`src/rtl/cr_kme_fifo_pkg.sv`:
```
// rtl/cr_kme_fifo_pkg.sv - shared KME entry FIFO widths, field offsets and entry layout
//
// Used by the write-side packer and the read-side unpacker so both agree on
// where each entry field lives inside the 106-bit FIFO word.
package cr_kme_fifo_pkg;

    localparam int ENTRY_W         = 106;
    localparam int DATA_W          = 96;
    localparam int WORD_W          = 32;
    localparam int WORDS_PER_ENTRY = 3;
    localparam int TAG_W           = 6;
    localparam int NWORDS_W        = 2;

    // Field offsets within an entry.
    localparam int ENT_SOP_BIT   = 105;
    localparam int ENT_EOP_BIT   = 104;
    localparam int ENT_NW_LSB    = 102;
    localparam int ENT_TAG_LSB   = 96;
    localparam int ENT_DATA_LSB  = 0;

    // Word k of an entry lives at data[32k+31:32k]; unused words are zero.
    typedef struct packed {
        logic                sop;
        logic                eop;
        logic [NWORDS_W-1:0] nwords_m1;
        logic [TAG_W-1:0]    tag;
        logic [DATA_W-1:0]   data;
    } kme_entry_t;

endpackage

```
`src/rtl/cr_kme_sat_counter.sv`:
```
// rtl/cr_kme_sat_counter.sv - saturating up-counter with synchronous clear
//
// Ports:
//   clk    clock
//   clr_i  synchronous clear (wins over increment)
//   inc_i  increment request; ignored once the count is all-ones
//   cnt_o  current count
module cr_kme_sat_counter #(
    parameter int WIDTH = 16
) (
    input  logic             clk,
    input  logic             clr_i,
    input  logic             inc_i,
    output logic [WIDTH-1:0] cnt_o
);

    logic [WIDTH-1:0] cnt_q;

    always_ff @(posedge clk) begin
        if (clr_i) begin
            cnt_q <= '0;
        end else if (inc_i && (cnt_q != '1)) begin
            cnt_q <= cnt_q + WIDTH'(1);
        end
    end

    assign cnt_o = cnt_q;

endmodule

```
`src/rtl/cr_kme_fifo_packer.sv`:
```
// rtl/cr_kme_fifo_packer.sv - packs a 32-bit word stream into 106-bit KME FIFO entries
//
// Ports:
//   clk, rst_n                  clock, synchronous active-low reset
//   in_valid/in_ready/in_data   upstream word handshake and payload
//   in_sop/in_eop/in_tag        packet framing; tag sampled on the sop word
//   cfg_stall_override          debug: write the FIFO even while it reports stall
//   fifo_in/fifo_in_valid       FIFO write data and write enable
//   fifo_in_stall               FIFO full indication
//   fifo_in_stall_override      registered copy of cfg_stall_override
//   proto_err                   one-cycle pulse on a framing violation
//   stall_cycles                saturating count of stalled output cycles
//   entries_written             saturating count of FIFO writes
import cr_kme_fifo_pkg::*;

module cr_kme_fifo_packer #(
    parameter int STALL_CNT_W = 16,
    parameter int ENT_CNT_W   = 16
) (
    input  logic                   clk,
    input  logic                   rst_n,
    input  logic                   in_valid,
    output logic                   in_ready,
    input  logic [WORD_W-1:0]      in_data,
    input  logic                   in_sop,
    input  logic                   in_eop,
    input  logic [TAG_W-1:0]       in_tag,
    input  logic                   cfg_stall_override,
    output logic [ENTRY_W-1:0]     fifo_in,
    output logic                   fifo_in_valid,
    input  logic                   fifo_in_stall,
    output logic                   fifo_in_stall_override,
    output logic                   proto_err,
    output logic [STALL_CNT_W-1:0] stall_cycles,
    output logic [ENT_CNT_W-1:0]   entries_written
);

    // Pack stage
    logic [DATA_W-1:0]   pack_data_q, pack_data_d;
    logic [NWORDS_W-1:0] cnt_q, cnt_d;
    logic                sop_seen_q, sop_seen_d;
    logic                eop_seen_q, eop_seen_d;
    logic                in_pkt_q, in_pkt_d;
    logic                done_q, done_d;
    logic [TAG_W-1:0]    tag_q, tag_d;

    // Output stage
    logic [ENTRY_W-1:0]  out_data_q, out_data_d;
    logic                out_valid_q, out_valid_d;
    logic                ovr_q;
    logic                proto_err_q, proto_err_d;

    logic                wr;
    logic                out_free;
    logic                accept;
    logic [DATA_W-1:0]   base_data;
    logic [NWORDS_W-1:0] base_cnt;
    logic [DATA_W-1:0]   word_data;
    kme_entry_t          new_entry;
    kme_entry_t          held_entry;
    kme_entry_t          load_entry;
    logic                load_out;
    logic                clear_pack;

    assign wr       = out_valid_q & (~fifo_in_stall | ovr_q);
    assign out_free = ~out_valid_q | wr;
    assign in_ready = ~done_q;
    assign accept   = in_valid & in_ready;

    always_comb begin
        // A sop word always starts from an empty pack, discarding any partial.
        base_data = in_sop ? '0 : pack_data_q;
        base_cnt  = in_sop ? '0 : cnt_q;

        word_data = base_data;
        case (base_cnt)
            2'd0:    word_data[31:0]  = in_data;
            2'd1:    word_data[63:32] = in_data;
            default: word_data[95:64] = in_data;
        endcase

        new_entry.sop       = in_sop | sop_seen_q;
        new_entry.eop       = in_eop;
        new_entry.nwords_m1 = base_cnt;
        new_entry.tag       = in_sop ? in_tag : tag_q;
        new_entry.data      = word_data;

        held_entry.sop       = sop_seen_q;
        held_entry.eop       = eop_seen_q;
        held_entry.nwords_m1 = cnt_q - 2'd1;
        held_entry.tag       = tag_q;
        held_entry.data      = pack_data_q;
    end

    always_comb begin
        pack_data_d = pack_data_q;
        cnt_d       = cnt_q;
        sop_seen_d  = sop_seen_q;
        eop_seen_d  = eop_seen_q;
        in_pkt_d    = in_pkt_q;
        done_d      = done_q;
        tag_d       = tag_q;
        out_data_d  = out_data_q;
        out_valid_d = out_valid_q;
        proto_err_d = 1'b0;
        load_out    = 1'b0;
        load_entry  = held_entry;
        clear_pack  = 1'b0;

        if (done_q) begin
            if (out_free) begin
                load_out   = 1'b1;
                clear_pack = 1'b1;
            end
        end else if (accept) begin
            if (!in_sop && !in_pkt_q) begin
                // Stray word outside a packet: dropped.
                proto_err_d = 1'b1;
            end else begin
                proto_err_d = in_sop & in_pkt_q;
                in_pkt_d    = ~in_eop;
                tag_d       = new_entry.tag;
                if (in_eop || (base_cnt == 2'd2)) begin
                    if (out_free) begin
                        // Bypass the pack register so the entry shows next cycle.
                        load_out   = 1'b1;
                        load_entry = new_entry;
                        clear_pack = 1'b1;
                    end else begin
                        done_d      = 1'b1;
                        pack_data_d = word_data;
                        cnt_d       = base_cnt + 2'd1;
                        sop_seen_d  = new_entry.sop;
                        eop_seen_d  = in_eop;
                    end
                end else begin
                    pack_data_d = word_data;
                    cnt_d       = base_cnt + 2'd1;
                    sop_seen_d  = new_entry.sop;
                    eop_seen_d  = 1'b0;
                end
            end
        end

        if (clear_pack) begin
            pack_data_d = '0;
            cnt_d       = '0;
            sop_seen_d  = 1'b0;
            eop_seen_d  = 1'b0;
            done_d      = 1'b0;
        end

        if (load_out) begin
            out_data_d  = load_entry;
            out_valid_d = 1'b1;
        end else if (wr) begin
            out_valid_d = 1'b0;
        end
    end

    always_ff @(posedge clk) begin
        if (!rst_n) begin
            pack_data_q <= '0;
            cnt_q       <= '0;
            sop_seen_q  <= 1'b0;
            eop_seen_q  <= 1'b0;
            in_pkt_q    <= 1'b0;
            done_q      <= 1'b0;
            tag_q       <= '0;
            out_data_q  <= '0;
            out_valid_q <= 1'b0;
            ovr_q       <= 1'b0;
            proto_err_q <= 1'b0;
        end else begin
            pack_data_q <= pack_data_d;
            cnt_q       <= cnt_d;
            sop_seen_q  <= sop_seen_d;
            eop_seen_q  <= eop_seen_d;
            in_pkt_q    <= in_pkt_d;
            done_q      <= done_d;
            tag_q       <= tag_d;
            out_data_q  <= out_data_d;
            out_valid_q <= out_valid_d;
            ovr_q       <= cfg_stall_override;
            proto_err_q <= proto_err_d;
        end
    end

    cr_kme_sat_counter #(.WIDTH(STALL_CNT_W)) u_stall_cnt (
        .clk   (clk),
        .clr_i (~rst_n),
        .inc_i (out_valid_q & fifo_in_stall & ~ovr_q),
        .cnt_o (stall_cycles)
    );

    cr_kme_sat_counter #(.WIDTH(ENT_CNT_W)) u_ent_cnt (
        .clk   (clk),
        .clr_i (~rst_n),
        .inc_i (wr),
        .cnt_o (entries_written)
    );

    assign fifo_in                = out_data_q;
    assign fifo_in_valid          = wr;
    assign fifo_in_stall_override = ovr_q;
    assign proto_err              = proto_err_q;

endmodule

```
`config.mk`:
```
export PLATFORM = sky130hd
export DESIGN_NAME = cr_kme_fifo_packer
export DESIGN_NICKNAME = d
export VERILOG_FILES = /design/src/rtl/cr_kme_fifo_pkg.sv /design/src/rtl/cr_kme_sat_counter.sv /design/src/rtl/cr_kme_fifo_packer.sv
export SDC_FILE = /design/constraint.sdc
export NUM_CORES = 1
export LEC_CHECK = 0
export CAP_MARGIN = 40
export CORE_MARGIN = 4
export CORE_UTILIZATION = 45
export DETAILED_ROUTE_END_ITERATION = 8
export PLACE_DENSITY = 0.69
export SYNTH_ARGS = -nofsm -noshare
export SYNTH_HDL_FRONTEND = slang
export SYNTH_SLANG_ARGS = --single-unit
```
`constraint.sdc`:
```
create_clock -name clk -period 3.6 [get_ports clk]
set_clock_uncertainty 0.2 [all_clocks]
set_input_delay 1.08 -clock clk [delete_from_list [all_inputs] [get_ports clk]]
set_output_delay 1.08 -clock clk [all_outputs]
set_load 0.05 [all_outputs]
```
==> metrics.txt, run 1 <==
number of nets in the layout=1503; HP Class=register to register; # DRC=0; clk sinks=249; max incr delay on CP=520 ps; final wirelength=34820 µm; global placement routability congestion=0.8105; CTS resizes=0; number of synthesized flops with an enable pin=0; latest clock arrival within the worst-skew pair=530 ps; Root Buffer=clkbuf_16; Max Cap Violations=0; post-route ant nets=0; I/O Buffers=186; TNS Setup=0 ps; ratio of cells with drive above 1 in the final layout=0.06929; die width=168.5 µm; CTS Buf Count=27; worst reg2reg setup slack=990 ps; most common cell after layout, fill and taps aside=dfxtp_1; kind of critical path=input pin to primary output; post-synthesis simple-gate area fraction=0.1916; Final Hold Fails=0; worst path bufs/invs=3; final core utilization=0.5861; Post-CTS Setup Bufs=0; CP max FO=4; xor-xnor portion of the synthesized cell area=0.001512; synthesized area=11590 µm²; Max Freq=300.2 MHz; CP delay by family, top=buffers and inverters; Pleak=5.520 nW; largest net degree at the start of global routing=101; RSZ-0062 raised after global routing=no; post-synthesis adder-cell area fraction=0.005400; Primary FF master, synth=dfxtp_1; Final Critical Period=3331 ps; multiplexer share of the synthesized area=0.1054; crit share post-route=0.9252; synth unique cells=56; CTS tree=yes; Core ar.=25250 µm²; hold buffers post-CTS=0; maximum clock path buffer count=3; Tot GR Track Use=0.2373; synthesis-stage register bit count=249; initial core utilization=0.4588; first-pass GRT wire length=55800 µm; largest family of logic cells by synthesized area=compound AO/OA/AOI/OAI gates; Syn Inst Count=1324; yosys warns=0; Peak VDD IR=270.8 µV; CP arrival=2050 ps; Critical Path Source Type=input pin; H-tree depth=1; initial antenna violation count=1; Max transition margin=0.4672; Die Ht=168.5 µm; status=finished clean; cell row count=58; final HPWL from detailed placement=22580 µm; Syn-to-layout area delta=27.74%; die area=28380 µm²; Clock transition at path regs=60 ps; I/O Pins=187; critical path capture point type=primary output; pwr dens=462.0 nW/µm²; first-pass iteration count of the detailed router=5; # diodes=0; Setup-failing EPs final=0; Final Max Slew Viols=0; Post-Syn Nets=1374; Least-Margin Pin Slew=799.2 ps; vias in the first global route=10010; vias per cell=5.846; wire per inst=19.32 µm; Detailed Route Iter0 Violations=796; gr ovfl total=0; commonest non-fill, non-tap cells in the layout=247 x dfxtp_1, 214 x a211oi_1, 184 x clkdlybuf4s50_1, 122 x mux2i_1, 121 x nor2_1; Pwr Total=6.837 mW; CP required=2320 ps; vias=10540; CP cell instances=clkdlybuf4s50_1 > nand2b_1 > nand2_1 > inv_1 > buf_12; Syn Area/Cell=8.751 µm²; asr flop ratio synth=0; Slowest cell on crit path=clkdlybuf4s50_1; sequential area share after synthesis=0.4302; Synth Area in Compound Gates=0.2157
## where the power goes
group / leakage, nW / internal, mW / switching [mW] / total (mW)
registers: 2.03 / 2.88 / 0.0891 / 2.97
logic: 3.05 / 0.391 / 0.702 / 1.09
clock network: 0.437 / 1.68 / 1.09 / 2.77
total: 5.52 / 4.96 / 1.88 / 6.84
## worst paths after layout
check                      from               to  cells after the start
setup reg to reg       cnt_q[0]  pack_data_q[37]                      8
hold reg to reg      eop_seen_q       eop_seen_q                      2
setup / recovery  fifo_in_stall    fifo_in_valid                      5
hold / removal       eop_seen_q       eop_seen_q                      2
## state kept, by name (all words and copies together) (netlist names), 2 cells and up
signal and flops:
fifo_in 106, pack_data_q 96, u_ent_cnt.cnt_o 16, u_stall_cnt.cnt_o 16, tag_q 6, cnt_q 2
## layer usage
layer | up-vias | track usage | wire [µm]
met2 | 337 | 0.3859 | 16270
met3 | 55 | 0.03620 | 2152
li1 | 5150 | - | -
met1 | 4991 | 0.3280 | 15450
met5 | - | 0 | 8
met4 | 2 | 0.07057 | 941
## synth_stat cells, types with 12 or more instances
cell type | instances | area share
a211oi_1 | 214 | 0.14
a21oi_1 | 120 | 0.052
and3_1 | 69 | 0.037
buf_2 | 33 | 0.014
clkbuf_1 | 81 | 0.026
dfxtp_1 | 249 | 0.43
mux2i_1 | 122 | 0.11
nand2_1 | 110 | 0.036
nand3_1 | 12 | 0.0052
nor2_1 | 121 | 0.039
nor3b_1 | 32 | 0.021
o31ai_1 | 12 | 0.0078
or3_1 | 31 | 0.017
or4_1 | 13 | 0.0084
## per-stage QoR
stage	instance area [µm²]	hold WS (ps)	setup slack [ps]	instances
floorplan	11590	231.2	307.7	1324
global placement	13910	243.3	308.4	1754
detailed placement	13910	250.7	227.8	1754
CTS	14800	258.5	275.4	1802
global route	14800	285.1	185.6	1802
finish	14800	258.5	269.2	1802
## logic make-up after synthesis
family	Yosys count
compound gates	374
xor+xnor	2
fa+ha+maj	5
buf+inv	140
flops	249
mux	122
simple gates	432
## final cells by class
| cell class | count | area, µm² |
|---|---|---|
| clock buffer | 44 | 819.5 |
| clock inverter | 4 | 70.07 |
| fill | 2268 | 10450 |
| inverter | 12 | 47.55 |
| multi-input combinational | 935 | 6078 |
| sequential | 249 | 4987 |
| tap | 330 | 412.9 |
| timing repair buffer | 228 | 2385 |
## worst min-delay path, cell delays in order, from the launching register on
cell and delay [ps]:
dfxtp_1 310, nand2_1 50, a21oi_1 50
Note: power is estimated with default switching activity, not from simulation.
==> run 2: changes to the inputs <==
--- a/constraint.sdc
+++ b/constraint.sdc
@@ -4,2 +4,2 @@
 set_output_delay 1.08 -clock clk [all_outputs]
-set_load 0.05 [all_outputs]
+set_load 0.01 [all_outputs]
==> metrics.txt, run 2 (synthesis gave the netlist of run 1 again) <==
Comb power frac=0.131; clk sinks=249; # DRC=0; most common cell after layout, fill and taps aside=dfxtp_1; final core utilization=0.5858; Setup-failing EPs final=0; vias per cell=5.880; Pleak=5.515 nW; gr ovfl total=0; sequential cell area=4987 µm²; vias=10570; maximum clock path buffer count=3; area occupied by multi-input gates=6078 µm²; I/O Buffers=186; global placement routability congestion=0.8069; met2 usage=0.4093; Max Freq=281.9 MHz; cell mode on critical path=clkdlybuf4s50_1; crit share post-route=0.9854; first-pass GRT wire length=57340 µm; status=finished clean; Syn-to-layout area delta=27.69%; Switch Pwr=1.646 mW; clock power share=0.419; Max Cap Violations=0; P_int=4.955 mW; # diodes=0; wire per inst=19.71 µm; Peak VDD IR=362.8 µV; TNS Setup=0 ps; Clock transition at path regs=60 ps; max incr delay on CP=520 ps; die area=28380 µm²; critical path capture point type=primary output; Finished Layout Cells=1798; kind of critical path=input pin to primary output; initial core utilization=0.4588; Final Hold Fails=0; ratio of cells with drive above 1 in the final layout=0.06880; CP required=2320 ps; Critical Path Source Type=input pin; first-pass iteration count of the detailed router=5; Final Max Slew Viols=0; Flop pwr share=0.450; Die Ht=168.5 µm; post-route ant nets=0; Final Critical Period=3547 ps; Core ar.=25250 µm²; commonest non-fill, non-tap cells in the layout=247 x dfxtp_1, 214 x a211oi_1, 185 x clkdlybuf4s50_1, 122 x mux2i_1, 121 x nor2_1; CTS resizes=0; largest net degree at the start of global routing=87; I/O Pins=187; final HPWL from detailed placement=22850 µm; worst path bufs/invs=3; CTS tree=yes; vias in the first global route=10330; Detailed Route Iter0 Violations=877; RSZ-0062 raised after global routing=no; CTS Buf Count=27; initial antenna violation count=0; GR peak layer=met2; met3 Use GR=0.03970; Tot GR Track Use=0.2431; CP delay by family, top=buffers and inverters; switching portion of total power=0.2493; latest clock arrival within the worst-skew pair=510 ps; M1 GR Usage=0.3268; fill cell count=2252; CP cell instances=clkdlybuf4s50_1 > nand2b_1 > nand2_1 > inv_1 > clkdlybuf4s50_1; pwr dens=446.2 nW/µm²; hold buffers post-CTS=0; Root Buffer=clkbuf_16; HP Class=register to register; CP max FO=2; worst reg2reg setup slack=810 ps; cell row count=58; CP arrival=2270 ps; number of nets in the layout=1503; Max transition margin=0.5388; final wirelength=35440 µm; Least-Margin Pin Slew=689.1 ps; die width=168.5 µm; placed insts=1754; Post-CTS Setup Bufs=0; H-tree depth=1; max FFs per register=106; Slowest cell on crit path=clkdlybuf4s50_1
-- run 2: changes by cell type in the layout (fill, tap and decap cells not counted) --
cell             before  now
clkbuf_1              9    5
clkbuf_8              8    5
clkinv_2              2    4
buf_12               17   16
buf_16                0    1
buf_4                27   26
bufinv_16             2    3
clkdlybuf4s50_1     184  185
-- run 2: power by group through the flow --
| stage | logic (mW) | registers, mW | clock network (mW) |
|---|---|---|---|
| floorplan | 0.425 | 3.04 | 0 |
| global placement | 0.843 | 3.03 | 0 |
| detailed placement | 0.858 | 3.03 | 0 |
| CTS | 0.864 | 2.97 | 2.82 |
| global route | 0.936 | 2.99 | 2.93 |
| finish | 0.861 | 2.97 | 2.77 |
-- run 2: final cells by class --
type / instances / share of cell area
well taps: 330 / 0.02791
clock inverters: 7 / 0.007443
clock buffers: 37 / 0.05159
repair buffers: 228 / 0.1619
inverters: 12 / 0.003214
flip-flops and latches: 249 / 0.3371
multi-input cells: 935 / 0.4109
-- run 2: metrics by stage --
step / total power, mW / area (µm²) / setup slack [ps] / hold WS [ps]
CTS: 6.658 / 14790 / 52.99 / 262.9
floorplan: 3.462 / 11590 / 307.7 / 231.2
detailed placement: 3.889 / 13920 / 66.29 / 254.9
global placement: 3.871 / 13890 / 66.41 / 248.8
global route: 6.857 / 14790 / 2.187 / 285.5
finish: 6.601 / 14790 / 52.69 / 261.8
-- run 2: final timing paths --
check / start / to / cells after the start
setup / recovery: fifo_in_stall / fifo_in_valid / 5
hold / removal: sop_seen_q / fifo_in[105] / 2
setup reg to reg: cnt_q[1] / pack_data_q[46] / 8
hold reg to reg: sop_seen_q / fifo_in[105] / 2
-- run 2: metal layers --
layer  vias to the layer above  part of all wire
met1                      5034              0.44
li1                       5147                 -
met4                         0             0.027
met3                        50             0.061
met2                       342              0.47
met5                         -                 0
-- run 2: worst register-to-register path, cell delays in order, from the launching register on --
cell      delay [ps]
dfxtp_2          660
nand2_1          220
inv_1            110
ha_1             160
or2_2            180
a31oi_1          170
o21ai_4          600
buf_12           280
a211oi_1         100
